### src/rtl/poly_tmul_seq.sv
// Sequencer for c = h * r in Z_q[x]/(x^N - 1), q = 2^W, r ternary.
// One coefficient of c is produced every N+2 cycles using a single carry-select adder.
module poly_tmul_seq #(
  parameter int N  = 701,
  parameter int W  = 13,
  parameter int AW = 10
) (
  input  logic          clk,
  input  logic          rst,
  input  logic          start,
  output logic          busy,
  output logic          done,
  output logic [AW-1:0] h_addr,
  input  logic [W-1:0]  h_rdata,
  output logic [AW-1:0] r_addr,
  input  logic [1:0]    r_rdata,
  output logic          c_we,
  output logic [AW-1:0] c_addr,
  output logic [W-1:0]  c_wdata
);

  // Handshake: start is sampled only while idle (busy=0). busy then stays high
  // through the DONE cycle. done pulses for exactly one cycle per completed run.
  // Requests made while busy are dropped.

  typedef enum logic [2:0] {
    S_IDLE  = 3'd0,
    S_RUN   = 3'd1,
    S_DRAIN = 3'd2,
    S_WRITE = 3'd3,
    S_DONE  = 3'd4
  } state_t;

  localparam logic [AW-1:0] LAST = AW'(N - 1);
  localparam int LW = W / 2;
  localparam int HW = W - LW;

  state_t        state_q, state_d;
  logic [AW-1:0] k_q, k_d;
  logic [AW-1:0] i_q, i_d;
  logic [AW-1:0] j_q, j_d;
  logic [W-1:0]  acc_q, acc_d;
  logic          valid_q, valid_d;

  logic          busy_q, busy_d;
  logic          done_q, done_d;
  logic          c_we_q, c_we_d;
  logic [AW-1:0] h_addr_q, h_addr_d;
  logic [AW-1:0] r_addr_q, r_addr_d;
  logic [AW-1:0] c_addr_q, c_addr_d;
  logic [W-1:0]  c_wdata_q, c_wdata_d;

  // Ternary operand select: +h, ~h with carry-in (i.e. -h), or zero.
  logic [W-1:0] opnd_b;
  logic         cin;

  always_comb begin
    opnd_b = '0;
    cin    = 1'b0;
    case (r_rdata)
      2'b01: begin
        opnd_b = h_rdata;
      end
      2'b11: begin
        opnd_b = h_rdata ^ {W{1'b1}};
        cin    = 1'b1;
      end
      default: begin
        opnd_b = '0;
        cin    = 1'b0;
      end
    endcase
  end

  // Carry-select adder: the upper half is precomputed for both carries.
  logic [LW:0]   sum_lo;
  logic [HW-1:0] sum_hi0;
  logic [HW-1:0] sum_hi1;
  logic [W-1:0]  sum;

  always_comb begin
    sum_lo  = {1'b0, acc_q[LW-1:0]} + {1'b0, opnd_b[LW-1:0]} + {{LW{1'b0}}, cin};
    sum_hi0 = acc_q[W-1:LW] + opnd_b[W-1:LW];
    sum_hi1 = acc_q[W-1:LW] + opnd_b[W-1:LW] + HW'(1);
    sum     = {(sum_lo[LW] ? sum_hi1 : sum_hi0), sum_lo[LW-1:0]};
  end

  always_comb begin
    state_d = state_q;
    k_d     = k_q;
    i_d     = i_q;
    j_d     = j_q;
    acc_d   = acc_q;
    valid_d = valid_q;

    // Data issued last cycle arrives now; fold it in.
    if (valid_q) begin
      acc_d = sum;
    end

    case (state_q)
      S_IDLE: begin
        if (start) begin
          state_d = S_RUN;
          k_d     = '0;
          i_d     = '0;
          j_d     = '0;
          acc_d   = '0;
          valid_d = 1'b0;
        end
      end
      S_RUN: begin
        i_d     = i_q + AW'(1);
        j_d     = (j_q == '0) ? LAST : j_q - AW'(1);
        valid_d = 1'b1;
        if (i_q == LAST) begin
          state_d = S_DRAIN;
        end
      end
      S_DRAIN: begin
        valid_d = 1'b0;
        state_d = S_WRITE;
      end
      S_WRITE: begin
        acc_d = '0;
        i_d   = '0;
        if (k_q == LAST) begin
          state_d = S_DONE;
        end else begin
          k_d     = k_q + AW'(1);
          j_d     = k_q + AW'(1);
          state_d = S_RUN;
        end
      end
      S_DONE: begin
        state_d = S_IDLE;
      end
      default: begin
        state_d = S_IDLE;
      end
    endcase

    // Outputs are registered from the next-state view so they line up with the state.
    busy_d    = (state_d != S_IDLE);
    done_d    = (state_d == S_DONE);
    c_we_d    = (state_d == S_WRITE);
    c_addr_d  = c_we_d ? k_d : '0;
    c_wdata_d = c_we_d ? acc_d : '0;
    h_addr_d  = (state_d == S_RUN) ? i_d : '0;
    r_addr_d  = (state_d == S_RUN) ? j_d : '0;
  end

  always_ff @(posedge clk) begin
    if (!rst) begin
      state_q   <= S_IDLE;
      k_q       <= '0;
      i_q       <= '0;
      j_q       <= '0;
      acc_q     <= '0;
      valid_q   <= 1'b0;
      busy_q    <= 1'b0;
      done_q    <= 1'b0;
      c_we_q    <= 1'b0;
      h_addr_q  <= '0;
      r_addr_q  <= '0;
      c_addr_q  <= '0;
      c_wdata_q <= '0;
    end else begin
      state_q   <= state_d;
      k_q       <= k_d;
      i_q       <= i_d;
      j_q       <= j_d;
      acc_q     <= acc_d;
      valid_q   <= valid_d;
      busy_q    <= busy_d;
      done_q    <= done_d;
      c_we_q    <= c_we_d;
      h_addr_q  <= h_addr_d;
      r_addr_q  <= r_addr_d;
      c_addr_q  <= c_addr_d;
      c_wdata_q <= c_wdata_d;
    end
  end

  assign busy    = busy_q;
  assign done    = done_q;
  assign c_we    = c_we_q;
  assign h_addr  = h_addr_q;
  assign r_addr  = r_addr_q;
  assign c_addr  = c_addr_q;
  assign c_wdata = c_wdata_q;

endmodule
### config.mk
export PLATFORM = sky130hd
export DESIGN_NAME = poly_tmul_seq
export DESIGN_NICKNAME = d
export VERILOG_FILES = /design/src/rtl/poly_tmul_seq.sv
export SDC_FILE = /design/constraint.sdc
export NUM_CORES = 1
export LEC_CHECK = 0
export BUFFER_PORTS_ARGS = -buffer_cell sky130_fd_sc_hd__buf_2
export CORE_UTILIZATION = 30
export CTS_CLUSTER_DIAMETER = 200
export CTS_CLUSTER_SIZE = 20
export DETAILED_ROUTE_END_ITERATION = 10
export HOLD_SLACK_MARGIN = 0.03
export PLACE_DENSITY_LB_ADDON = 0.12
export SETUP_SLACK_MARGIN = 0.02
export SLEW_MARGIN = 20
export SYNTH_ARGS = -nofsm -noshare
export SYNTH_HDL_FRONTEND = slang
export SYNTH_SLANG_ARGS = --single-unit
export TNS_END_PERCENT = 1
### constraint.sdc
create_clock -name clk -period 2.8 [get_ports clk]
set_input_delay 0 -clock clk [delete_from_list [all_inputs] [get_ports clk]]
set_output_delay 0 -clock clk [all_outputs]
set_load 0.05 [all_outputs]
# --- Yosys cells after proc, flatten, opt, wreduce, memory -nomap -nowiden ---
# Cells that the tools add are included.
op_classes:
  addsub: 7
  n_eq_ne: 11
  muxes: 21
  bitwise_logic: 1
  n_reduce_logical: 7
ops:
  columns: ["cell", "n"]
  rows:
  - ["two-way mux 10 bit", 6]
  - ["case mux 10 bit (3 select lines)", 2]
  - ["case mux 13 bit (2 select lines)", 2]
  - ["two-way mux 13 bit", 2]
  - ["adder 10 x 1 -> 10 bit (second input constant)", 2]
  - ["equality test 10 bit (second input constant)", 2]
  - ["case mux 10 bit (2 select lines)", 1]
  - ["inverter 13 bit", 1]
  - ["case mux 3 bit (4 select lines)", 1]
  - ["zero test 10 bit", 1]
  - ["subtractor 10 x 1 -> 10 bit (second input constant)", 1]
  - ["equality test 3 x 2 -> 1 bit (second input constant)", 3]
  - ["two-way mux 3 bit", 3]
  - ["adder 6 x 6 -> 7 bit", 1]
  - ["adder 7 x 1 -> 7 bit", 1]
  - ["adder 7 x 1 -> 7 bit (second input constant)", 1]
  - ["adder 7 bit", 1]
  - ["two-way mux 7 bit", 1]
  - ["equality test 3 x 1 -> 1 bit (second input constant)", 2]
  - ["AND reduction 2 bit", 3]
  - ["nonzero test 3 bit", 2]
  - ["equality test 3 bit (second input constant)", 1]
  - ["zero test 3 bit", 1]
  - ["case mux 1 bit (3 select lines)", 1]
  - ["4 further kinds", 5]
word_totals:
  regBits: 93
  input_bits: 18
  out_inout_bits: 46
  elab_cells: 60

# --- Longest topological paths before layout ---
# Gate-level depths: netlist of run 1.
logic_depth:
  depth_word: 8
  ltp_mapped: 12
  depth_no_buf: 11

# --- Worst setup path before layout of run 1 ---
# Ideal clock, no wire load.
synth_path:
  kind: "input to register"
  start: "in r_rdata[1]"
  end: "reg c_wdata_q[7], in the netlist c_wdata[7]"
  setup_ns: 0.126
  arrival_ns: 2.519
  required_time_ns: 2.674
  path_slack_ns: 0.154
  stages: 12
  path_buffers: 2
  path_cell_list: "buf_2 -> buf_1 -> and2_1 -> fa_1 -> inv_1 -> fa_1 -> nor2b_1 -> o31ai_1 -> a21oi_1 -> mux2_2 -> mux2i_1 -> nor2_1"
synth_via:
  elab_chain_len: 8
  elab_cells_between_ends: 12
  cone_classes: "add/sub (4); eq/ne (2); mux (6)"
synth_lines:
  columns: ["item", "line_no", "text"]
  rows:
  - ["start, declared", "16", "input logic [1:0] r_rdata,"]
  - ["equality test 2 bit or equality test 2 x 1 -> 1 bit (tied branches)", "60", "case (r_rdata)"]
  - ["case mux 13 bit (2 select lines)", "60", null]
  - ["adder 7 bit or adder 6 x 6 -> 7 bit (tied branches)", "83, 84, 82", null]
  - ["adder 7 x 1 -> 7 bit (on tied branches)", "84, 82", null]
  - ["two-way mux 7 bit (*)", "85", "sum = {(sum_lo[LW] ? sum_hi1 : sum_hi0), sum_lo[LW-1:0]};"]
  - ["two-way mux 13 bit (*)", "97", "if (valid_q) begin"]
  - ["two-way mux 13 bit", "103", "if (start) begin"]
  - ["case mux 13 bit (2 select lines) (*)", "101", "case (state_q)"]
  - ["end signal, assigned", "181", "c_wdata_q <= c_wdata_d;"]
  - ["end, declared", "51", "logic [W-1:0] c_wdata_q, c_wdata_d;"]
# Every way passes the cells marked *; elsewhere a longest branch is shown, timed or not.
# A chain may end at the register's enable or synchronous reset.

# --- Final worst setup path of run 1 ---
layout_path:
  start: "reg j_q[1]"
  end: "reg r_addr_q[8], in the netlist r_addr[8]"
layout_via:
  elab_chain_len: 3
  elab_cells_between_ends: 4
  cone_classes: "add/sub (1); mux (2); reduce/logical (1)"
layout_lines:
  columns: ["item", "line_no", "text"]
  rows:
  - ["start, declared", "41", "logic [AW-1:0] j_q, j_d;"]
  - ["start signal, assigned", "172", "j_q <= j_d;"]
  - ["subtractor 10 x 1 -> 10 bit or zero test 10 bit (tied branches)", "114", "j_d = (j_q == '0) ? LAST : j_q - AW'(1);"]
  - ["two-way mux 10 bit (*)", "114", null]
  - ["case mux 10 bit (3 select lines) (*)", "101", null]
  - ["end signal, assigned", "179", "r_addr_q <= r_addr_d;"]
  - ["end, declared", "49", "logic [AW-1:0] r_addr_q, r_addr_d;"]
# Marks and branches as above.

==> results of run 1 <==
## worst reg2reg max path, delay by kind of cell, from the launching register on
family / cells / cell delay, ps
AO/OA/AOI/OAI: 1 / 350
buffers and inverters: 1 / 70
multiplexers: 1 / 230
AND/OR/NAND/NOR: 4 / 1050
adder cells (fa/ha/maj): 1 / 210
flip-flops: 1 / 340
## per-layer routing
metal	wire length [microns]	up-vias	GRT usage, %
li1	-	1973	-
met3	428	11	4.450
met4	177	0	5.811
met2	5443	83	25.23
met5	0	-	0
met1	5521	1801	19.01
## worst max path at each step
stage | endpoint | slack [ps] | cells after the start
after floorplan | c_wdata[7]$_SDFF_PN0_ | 150 | 12
after global placement | c_wdata[11]$_SDFF_PN0_ | 240 | 11
after detailed placement | acc_q[12]$_SDFF_PN0_ | 250 | 12
after CTS | c_wdata[12]$_SDFF_PN0_ | 390 | 9
after global routing | acc_q[12]$_SDFF_PN0_ | 130 | 9
final | r_addr[8]$_SDFF_PN0_ | 410 | 8
## power groups by stage
stage | Combinational, uW | Sequential [uW] | Clock (uW)
after CTS | 482 | 1400 | 1170
after global placement | 470 | 1420 | 0
final | 480 | 1400 | 1140
after floorplan | 336 | 1450 | 0
after detailed placement | 476 | 1430 | 0
after global routing | 535 | 1400 | 1230
## kinds of logic after synthesis
group	after synthesis	share of synthesized area, %
buffers and inverters	43	4.270
xor gates and xnor gates	29	5.557
DFF	93	40.73
and+or+nand+nor	207	21.87
adders and majority gates	20	5.968
muxes	13	2.902
AOI/OAI and AO/OA	129	18.70
## stage by stage
step | hold slack [ps] | util, % | power (uW)
2_1_floorplan | 121.7 | - | 1791
3_3_place_gp | 310.1 | 34.42 | 1894
3_5_place_dp | 309.6 | 34.42 | 1902
4_1_cts | 300.3 | 36.38 | 3052
5_1_grt | 405.0 | 36.38 | 3167
6_report | 307.2 | 36.38 | 3013
## registers in the layout, indices dropped and copies added, names as in the netlist, 10 cells and up
register,count
c_wdata,13
h_addr,10
acc_q,13
c_addr,10
i_q,10
r_addr,10
j_q,10
k_q,10
## cell type report
cell class,instances,area (sq um)
fill,1532,9351
multi-input combinational,398,2514
sequential,93,1862
timing repair buffer,76,417.9
clock buffer,11,242.7
tap,184,230.2
inverter,15,56.30
clock inverter,4,25.02
## cells in the final DEF, fill, tap and decap left out, types with 3 or more instances in the layout
cell       count
a22oi_1        4
a211oi_1      12
nand2b_1       9
nand2_1       31
buf_2         63
clkbuf_16      9
ha_1          17
dfxtp_1       93
and2_1        19
nor2b_1        8
nor2_1        90
or2_2          3
xor2_1        22
inv_1         15
o31ai_1        4
o21ai_0       20
and3_1         5
nor3_1        10
nand3_1       12
a21o_1        11
a21oi_1       33
buf_4         11
xnor2_1        7
o21a_1         4
mux2i_1       11
o21bai_1       6
a31oi_1       15
nand4_1        5
fa_1           3
## repair_timing
action                    CTS  global route
hold buffers                2             0
buffers inserted            0             0
hold endpoints to repair    8             0
==> flow_summary_export.csv, run 1 <==
group,metric,value,unit
cells_and_area,final_area,5348,sq um
cells_and_area,antennaDiodeCount,0,
worst_setup_path,reg2reg_from,"j_q[1]$_SDFF_PN0_",
die,io_pins,64,
placement,portBuffers,63,
placement,dp_slack,250.3,ps
worst_setup_path,crit_chain,"inv_1, ha_1, or4b_1, nor4_1, mux2i_1, nor2_1, a221oi_1, nor2_1",
worst_setup_path,critPathBufInv,1,
die,die_area,15730,sq um
timing,clock_skew,6.046,ps
yosys,ys_seq_area_share,40.73,%
grt,grt_pass1_wl,19.09,mm
placement,place_inst,764,
timing,finalWorstSetupSlack,415.0,ps
yosys,syn_area_per_cell,8.559,sq um
worst_setup_path,reg2reg_depth,8,
clock_tree,htreeDepth,3,
flow_run,max-cap-violations,0,
timing,setup_viol,0,
worst_setup_path,rrSetupSlack,410,ps
power_and_ir_drop,p_clk_share,37.7,%
yosys,syn_nets,572,
worst_setup_path,start_kind,"flop",
die,die_y,125.4,microns
power_and_ir_drop,switching_share,28.02,%
worst_setup_path,cp.required,3020,ps
die,core_area,14700,sq um
drt,wl,11.57,mm
worst_setup_path,crit_arrival,2600,ps
power_and_ir_drop,pwr-share-seq,46.3,%
grt,globalRouteOverflowTotal,0,
drt,firstDrtPassIters,7,
yosys,yosysMostFrequentCell,"dfxtp_1",
timing,hold_viol,0,
worst_setup_path,reg2reg_to,"r_addr[8]$_SDFF_PN0_",
worst_setup_path,crit_type,"flop to flop",
clock_tree,cts-root-buf,"clkbuf_16",
min_path,min_from,"h_rdata[1]",
grt,antenna_found_initial,0,
grt,grt_max_degree,32,
yosys,synth-async-reset-ratio,0,%
drt,drcViolationCount,0,
yosys,yosysWarnings,0,
drt,routed_via_density,4.953,
power_and_ir_drop,internal_power,2169,uW
power_and_ir_drop,vdd_drop_max,0.0003873,V
yosys,yosysTopAreaCellShare,40.73,%
cells_and_area,fin_nets,631,
clock_tree,clock_sinks,93,
grt,grt_use_total,15.38,%
worst_setup_path,slowest_delay,600,ps
drt,postRouteAntennaNets,0,
clock_tree,clock_path_buffers,2,
worst_setup_path,cp_slowest_cell,"or4b_1",
clock_tree,clkTransAtPathRegs,60,ps
clock_tree,cts_tree,"done",
clock_tree,numCtsBuffers,9,
timing,fmax,0.4193,GHz
power_and_ir_drop,power_frac_comb,15.9,%
drt,routedWlPerCell,14.82,microns
min_path,holdPathStages,7,
timing,period_share,85.18,%
yosys,synth-edff-count,0,
power_and_ir_drop,powerDensity,563.5,nW/um^2
placement,placed_area,5060,sq um
timing,relSlewSlack,58.69,%
yosys,ys_types,62,
power_and_ir_drop,p_leak,0.002260,uW
clock_tree,insertion_delay,350,ps
placement,gp_congestion,0.8124,
yosys,yosys-top-cells-area,"dfxtp_1 41%, nor2_1 7.4%, ha_1 4.7%",
die,start_util,31.09,%
placement,dp_hpwl,8.221,mm
drt,drt-initial-drc-count,322,
timing,tightest_slew,619.7,ps
die,rows,44,
timing,slew_viol_final,0,
timing,post-route-min-period,2385,ps
worst_setup_path,cp_max_fo,7,
min_path,min_to,"acc_q[1]$_SDFF_PN0_",
cells_and_area,drive_gt1_share,16.92,%
clock_tree,cts_resized,0,
cells_and_area,layoutNonFillerInstCount,781,
drt,vias,3868,
worst_setup_path,end_kind,"flop",
worst_setup_path,cpMostUsedCell,"nor2_1",
worst_setup_path,crit_start,"j_q[1]$_SDFF_PN0_",
yosys,syn_inst,534,
timing,final.setup.tns,0,ps
yosys,synth-seq-cells,93,
yosys,synth_top_area_cell,"dfxtp_1",
cells_and_area,area_growth,17.00,%
yosys,synth_ff_type,"dfxtp_1",
grt,grt_pass1_vias,3807,
yosys,syn-cell-area,4571,sq um
min_path,hold_path.class,"input pin to flop",
yosys,synth_commonest_cells,"93 x dfxtp_1, 90 x nor2_1, 33 x a21oi_1, 31 x nand2_1, 22 x xor2_1",
worst_setup_path,cp_top_family,"simple AND/OR/NAND/NOR gates",
outcome,outcome,"finished, final reports clean",
die,die_w,125.4,microns
timing,rsz0062_at_grt,"false",
power_and_ir_drop,p_switching,844.3,uW
(Power assumes the default switching activity.)
==> run 2, diff against run 1 <==
--- a/config.mk
+++ b/config.mk
@@ -6,6 +6,7 @@
 export NUM_CORES = 1
 export LEC_CHECK = 0
 export BUFFER_PORTS_ARGS = -buffer_cell sky130_fd_sc_hd__buf_2
+export CORE_MARGIN = 5
 export CORE_UTILIZATION = 30
 export CTS_CLUSTER_DIAMETER = 200
 export CTS_CLUSTER_SIZE = 20
==> flow_summary_export.csv, run 2 (synthesized netlist as in run 1, its figures left out) <==
group,metric,value,unit
worst_setup_path,end_kind,"flop",
worst_setup_path,rrSetupSlack,320,ps
power_and_ir_drop,p_leak,0.002277,uW
min_path,min_to,"acc_q[1]$_SDFF_PN0_",
timing,relSlewSlack,60.76,%
clock_tree,cts_tree,"done",
placement,gp_congestion,0.8467,
timing,clock_skew,11.86,ps
grt,globalRouteOverflowTotal,0,
min_path,min_from,"h_rdata[1]",
cells_and_area,antennaDiodeCount,0,
placement,dp_hpwl,8.277,mm
grt,grt_use_total,13.48,%
timing,slew_viol_final,0,
worst_setup_path,reg2reg_to,"c_wdata[12]$_SDFF_PN0_",
worst_setup_path,slowest_delay,440,ps
timing,period_share,88.58,%
timing,finalWorstSetupSlack,319.6,ps
die,die_y,133.4,microns
die,start_util,30.29,%
drt,wl,11.63,mm
outcome,outcome,"finished, final reports clean",
cells_and_area,final_cell_mix,"93 x dfxtp_1, 90 x nor2_1, 63 x buf_2",
timing,setup_viol,0,
timing,fin_hold_ws,306.9,ps
min_path,holdPathStages,7,
timing,fmax,0.4032,GHz
die,core_area,15090,sq um
die,rows,45,
drt,postRouteAntennaNets,0,
clock_tree,clkTransAtPathRegs,70,ps
worst_setup_path,cp_top_family,"adder cells",
cells_and_area,area_growth,17.60,%
worst_setup_path,cp_max_fo,4,
worst_setup_path,crit_arrival,2760,ps
worst_setup_path,critPathBufInv,1,
worst_setup_path,reg2reg_from,"acc_q[0]$_SDFF_PN0_",
placement,dp_slack,127.4,ps
placement,portBuffers,63,
power_and_ir_drop,power,3057,uW
drt,drt-initial-drc-count,168,
cells_and_area,drive_gt1_share,17.36,%
flow_run,max-cap-violations,0,
timing,rsz0062_at_grt,"false",
clock_tree,cts-root-buf,"clkbuf_16",
worst_setup_path,start_kind,"flop",
drt,routedWlPerCell,14.78,microns
cells_and_area,final_common_cell,"dfxtp_1",
power_and_ir_drop,vdd_drop_max,0.0003232,V
drt,vias,3886,
timing,final.setup.tns,0,ps
grt,grt_pass1_wl,19.31,mm
clock_tree,clock_path_buffers,2,
worst_setup_path,reg2reg_depth,9,
cells_and_area,fin_nets,632,
clock_tree,insertion_delay,350,ps
grt,antenna_found_initial,0,
die,die_w,133.4,microns
worst_setup_path,crit_chain,"fa_1, inv_1, fa_1, nor2b_1, o31ai_1, a21oi_1, nand4_1, mux2i_1, mux2i_1",
drt,drcViolationCount,0,
grt,grt_pass1_vias,3915,
clock_tree,htreeDepth,3,
clock_tree,numCtsBuffers,9,
timing,post-route-min-period,2480,ps
min_path,hold_path.class,"input pin to flop",
cells_and_area,final_area,5375,sq um
worst_setup_path,cp_slowest_cell,"fa_1",
clock_tree,clock_sinks,93,
timing,hold_viol,0,
drt,routed_via_density,4.938,
die,die_area,17800,sq um
placement,placed_area,5072,sq um
drt,firstDrtPassIters,4,
timing,tightest_slew,583.3,ps
grt,grt_max_degree,32,
worst_setup_path,crit_type,"flop to flop",
worst_setup_path,cp.required,3080,ps
power_and_ir_drop,powerDensity,568.7,nW/um^2
clock_tree,cts_resized,0,
die,io_pins,64,
run 2: cell count changes in the layout (fill, tap and decap cells not counted):
cell,change
clkinvlp_4,-1
clkbuf_1,-1
inv_6,+3
buf_4,+1
run 2: power by group:
part           internal, uW  switching (uW)  total (uW)
sequential             1360            38.5        1400
combinational           191             281         473
clock                   633             553        1190
run 2: worst min-delay path, delay by kind of cell:
family / cells / cell delay [ps]
fa+ha+maj: 1 / 170
xor+xnor: 1 / 60
buf+inv: 1 / 90
simple gates: 3 / 200
compound gates: 1 / 100
run 2: final cells by class:
| type | count | area, sq um |
|---|---|---|
| Clock buffer | 10 | 239.0 |
| Sequential cell | 93 | 1862 |
| Multi-Input combinational cell | 398 | 2514 |
| Inverter | 15 | 56.30 |
| Fill cell | 1617 | 9714 |
| Clock inverter | 6 | 43.79 |
| Timing Repair Buffer | 77 | 425.4 |
| Tap cell | 188 | 235.2 |
run 2: worst max-delay path by stage:
stage | start | end | cells after the start
detailed placement | r_rdata[1] | acc_q[12]$_SDFF_PN0_ | 12
CTS | acc_q[0]$_SDFF_PN0_ | c_wdata[12]$_SDFF_PN0_ | 9
global route | acc_q[0]$_SDFF_PN0_ | c_wdata[12]$_SDFF_PN0_ | 9
finish | acc_q[0]$_SDFF_PN0_ | c_wdata[12]$_SDFF_PN0_ | 9
global placement | r_rdata[1] | c_wdata[12]$_SDFF_PN0_ | 12
floorplan | r_rdata[1] | c_wdata[7]$_SDFF_PN0_ | 12
run 2: routing by layer:
layer / share of wire [%] / global-route usage, %
met1: 51 / 18.41
met2: 43 / 20.43
met5: 0 / 0
met3: 4.2 / 2.644
met4: 1.6 / 6.457
run 2: per-stage QoR:
stage / util [%] / cells
2_1_floorplan: - / 534
3_3_place_gp: 33.62 / 769
3_5_place_dp: 33.62 / 769
4_1_cts: 35.62 / 787
5_1_grt: 35.62 / 787
6_report: 35.62 / 787
run 2: what timing repair did:
action	4_1_cts	5_1_grt
hold endpoints to repair	7	0
hold buffers	2	0
setup buffers	0	0
==> run 3, diff against run 2 <==
--- a/config.mk
+++ b/config.mk
@@ -12,7 +12,7 @@
 export CTS_CLUSTER_SIZE = 20
 export DETAILED_ROUTE_END_ITERATION = 10
 export HOLD_SLACK_MARGIN = 0.03
-export PLACE_DENSITY_LB_ADDON = 0.12
+export PLACE_DENSITY = 0.57
 export SETUP_SLACK_MARGIN = 0.02
 export SLEW_MARGIN = 20
 export SYNTH_ARGS = -nofsm -noshare
==> flow_summary_export.csv, run 3 (synthesized netlist as in run 1, its figures left out) <==
group,metric,value,unit
outcome,outcome,"finished, final reports clean",
cells_and_area,final_common_cell,"dfxtp_1",
drt,wl,11.20,mm
clock_tree,clock_path_buffers,2,
drt,vias,3910,
drt,routed_via_density,5.019,
die,die_area,17800,sq um
worst_setup_path,cp_max_fo,7,
drt,routedWlPerCell,14.38,microns
drt,drcViolationCount,0,
timing,clock_skew,9.297,ps
die,io_pins,64,
grt,grt_max_degree,33,
clock_tree,post_cts_buffers,0,
die,die_w,133.4,microns
worst_setup_path,cp_slowest_cell,"or4b_1",
worst_setup_path,cpMostUsedCell,"nor2_1",
power_and_ir_drop,powerDensity,571.0,nW/um^2
worst_setup_path,start_kind,"flop",
power_and_ir_drop,p_leak,0.002245,uW
grt,grt_use_total,12.76,%
grt,globalRouteOverflowTotal,0,
min_path,hold_path.class,"input pin to flop",
grt,grt_pass1_vias,3820,
clock_tree,cts_tree,"done",
timing,setup_viol,0,
cells_and_area,drive_gt1_share,16.41,%
clock_tree,clkTransAtPathRegs,60,ps
drt,firstDrtPassIters,4,
power_and_ir_drop,vdd_drop_max,0.0004074,V
timing,rsz0062_at_grt,"false",
clock_tree,numCtsBuffers,9,
placement,portBuffers,63,
worst_setup_path,crit_arrival,2720,ps
timing,period_share,89.52,%
timing,hold_viol,0,
grt,antenna_found_initial,0,
cells_and_area,fin_nets,627,
placement,gp_congestion,0.8984,
clock_tree,cts-root-buf,"clkbuf_16",
worst_setup_path,critPathBufInv,1,
placement,dp_hpwl,8.014,mm
clock_tree,htreeDepth,3,
cells_and_area,area_growth,16.78,%
die,rows,45,
worst_setup_path,crit_type,"flop to flop",
timing,post-route-min-period,2507,ps
worst_setup_path,end_kind,"flop",
timing,slew_viol_final,0,
die,core_area,15090,sq um
timing,tightest_slew,588.4,ps
grt,grt_pass1_wl,18.47,mm
clock_tree,clock_sinks,93,
timing,final.setup.tns,0,ps
drt,postRouteAntennaNets,0,
die,die_y,133.4,microns
worst_setup_path,cp.required,3020,ps
flow_run,max-cap-violations,0,
drt,drt-initial-drc-count,258,
power_and_ir_drop,power,3048,uW
worst_setup_path,crit_chain,"inv_1, ha_1, or4b_1, nor4_1, mux2i_1, nor2_1, a221oi_1, nor2_1",
cells_and_area,final_cell_mix,"93 x dfxtp_1, 90 x nor2_1, 63 x buf_2",
cells_and_area,final_core_util,35.37,%
timing,relSlewSlack,60.59,%
clock_tree,insertion_delay,350,ps
die,start_util,30.29,%
worst_setup_path,cp_top_family,"simple AND/OR/NAND/NOR gates",
timing,fmax,0.3989,GHz
worst_setup_path,slowest_delay,580,ps
cells_and_area,antennaDiodeCount,0,
## run 3: worst paths after layout
kind | end | from | slack (ps) | cells past startpoint
worst min register to register | c_wdata[12]$_SDFF_PN0_ | acc_q[12]$_SDFF_PN0_ | 500 | 2
worst min-delay path | acc_q[1]$_SDFF_PN0_ | h_rdata[1] | 370 | 7
worst max-delay path | r_addr[8]$_SDFF_PN0_ | j_q[0]$_SDFF_PN0_ | 290 | 8
worst max register to register | r_addr[8]$_SDFF_PN0_ | j_q[0]$_SDFF_PN0_ | 290 | 8
## run 3: stage by stage
| step | std cells | setup slack, ps | cell area [sq um] | hold WS, ps |
|---|---|---|---|---|
| 2_1_floorplan | 534 | 154.1 | 4571 | 121.7 |
| 3_3_place_gp | 764 | 232.8 | 5035 | 373.7 |
| 3_5_place_dp | 764 | 112.8 | 5035 | 364.8 |
| 4_1_cts | 779 | 238.9 | 5333 | 365.7 |
| 5_1_grt | 779 | 61.01 | 5338 | 415.1 |
| 6_report | 779 | 293.4 | 5338 | 373.0 |
## run 3: layer usage
layer	up-vias	global-route usage (%)	share of wire, %
met2	98	21.08	46
met1	1833	15.88	47
li1	1964	-	-
met3	15	3.814	5.7
met4	0	4.400	1.7
met5	-	0	0
## run 3: tightest hold or removal path: cells and delay by family
| family | cells | cell delay [ps] |
|---|---|---|
| simple gates | 3 | 240 |
| fa+ha+maj | 1 | 200 |
| compound gates | 1 | 90 |
| buf+inv | 1 | 80 |
| xor+xnor | 1 | 60 |
## run 3: final cells by class
class	instances	area (sq um)
clock inverters	4	52.55
inverters	15	56.30
clock buffers	9	225.2
repair buffers	72	387.9
well taps	188	235.2
fillers	1606	9752
flip-flops and latches	93	1862
multi-input cells	398	2519
## run 3: repair_timing
item | 4_1_cts | 5_1_grt
hold buffers | 2 | 0
resized for setup | 0 | 1
setup endpoints to repair | 0 | 1
hold endpoints to repair | 6 | 0
## run 3: where the power goes
| group | internal (uW) | switching [uW] | leakage (uW) |
|---|---|---|---|
| registers | 1360 | 34.4 | 0.000752 |
| logic | 188 | 286 | 0.00136 |
| clock network | 678 | 501 | 0.000137 |
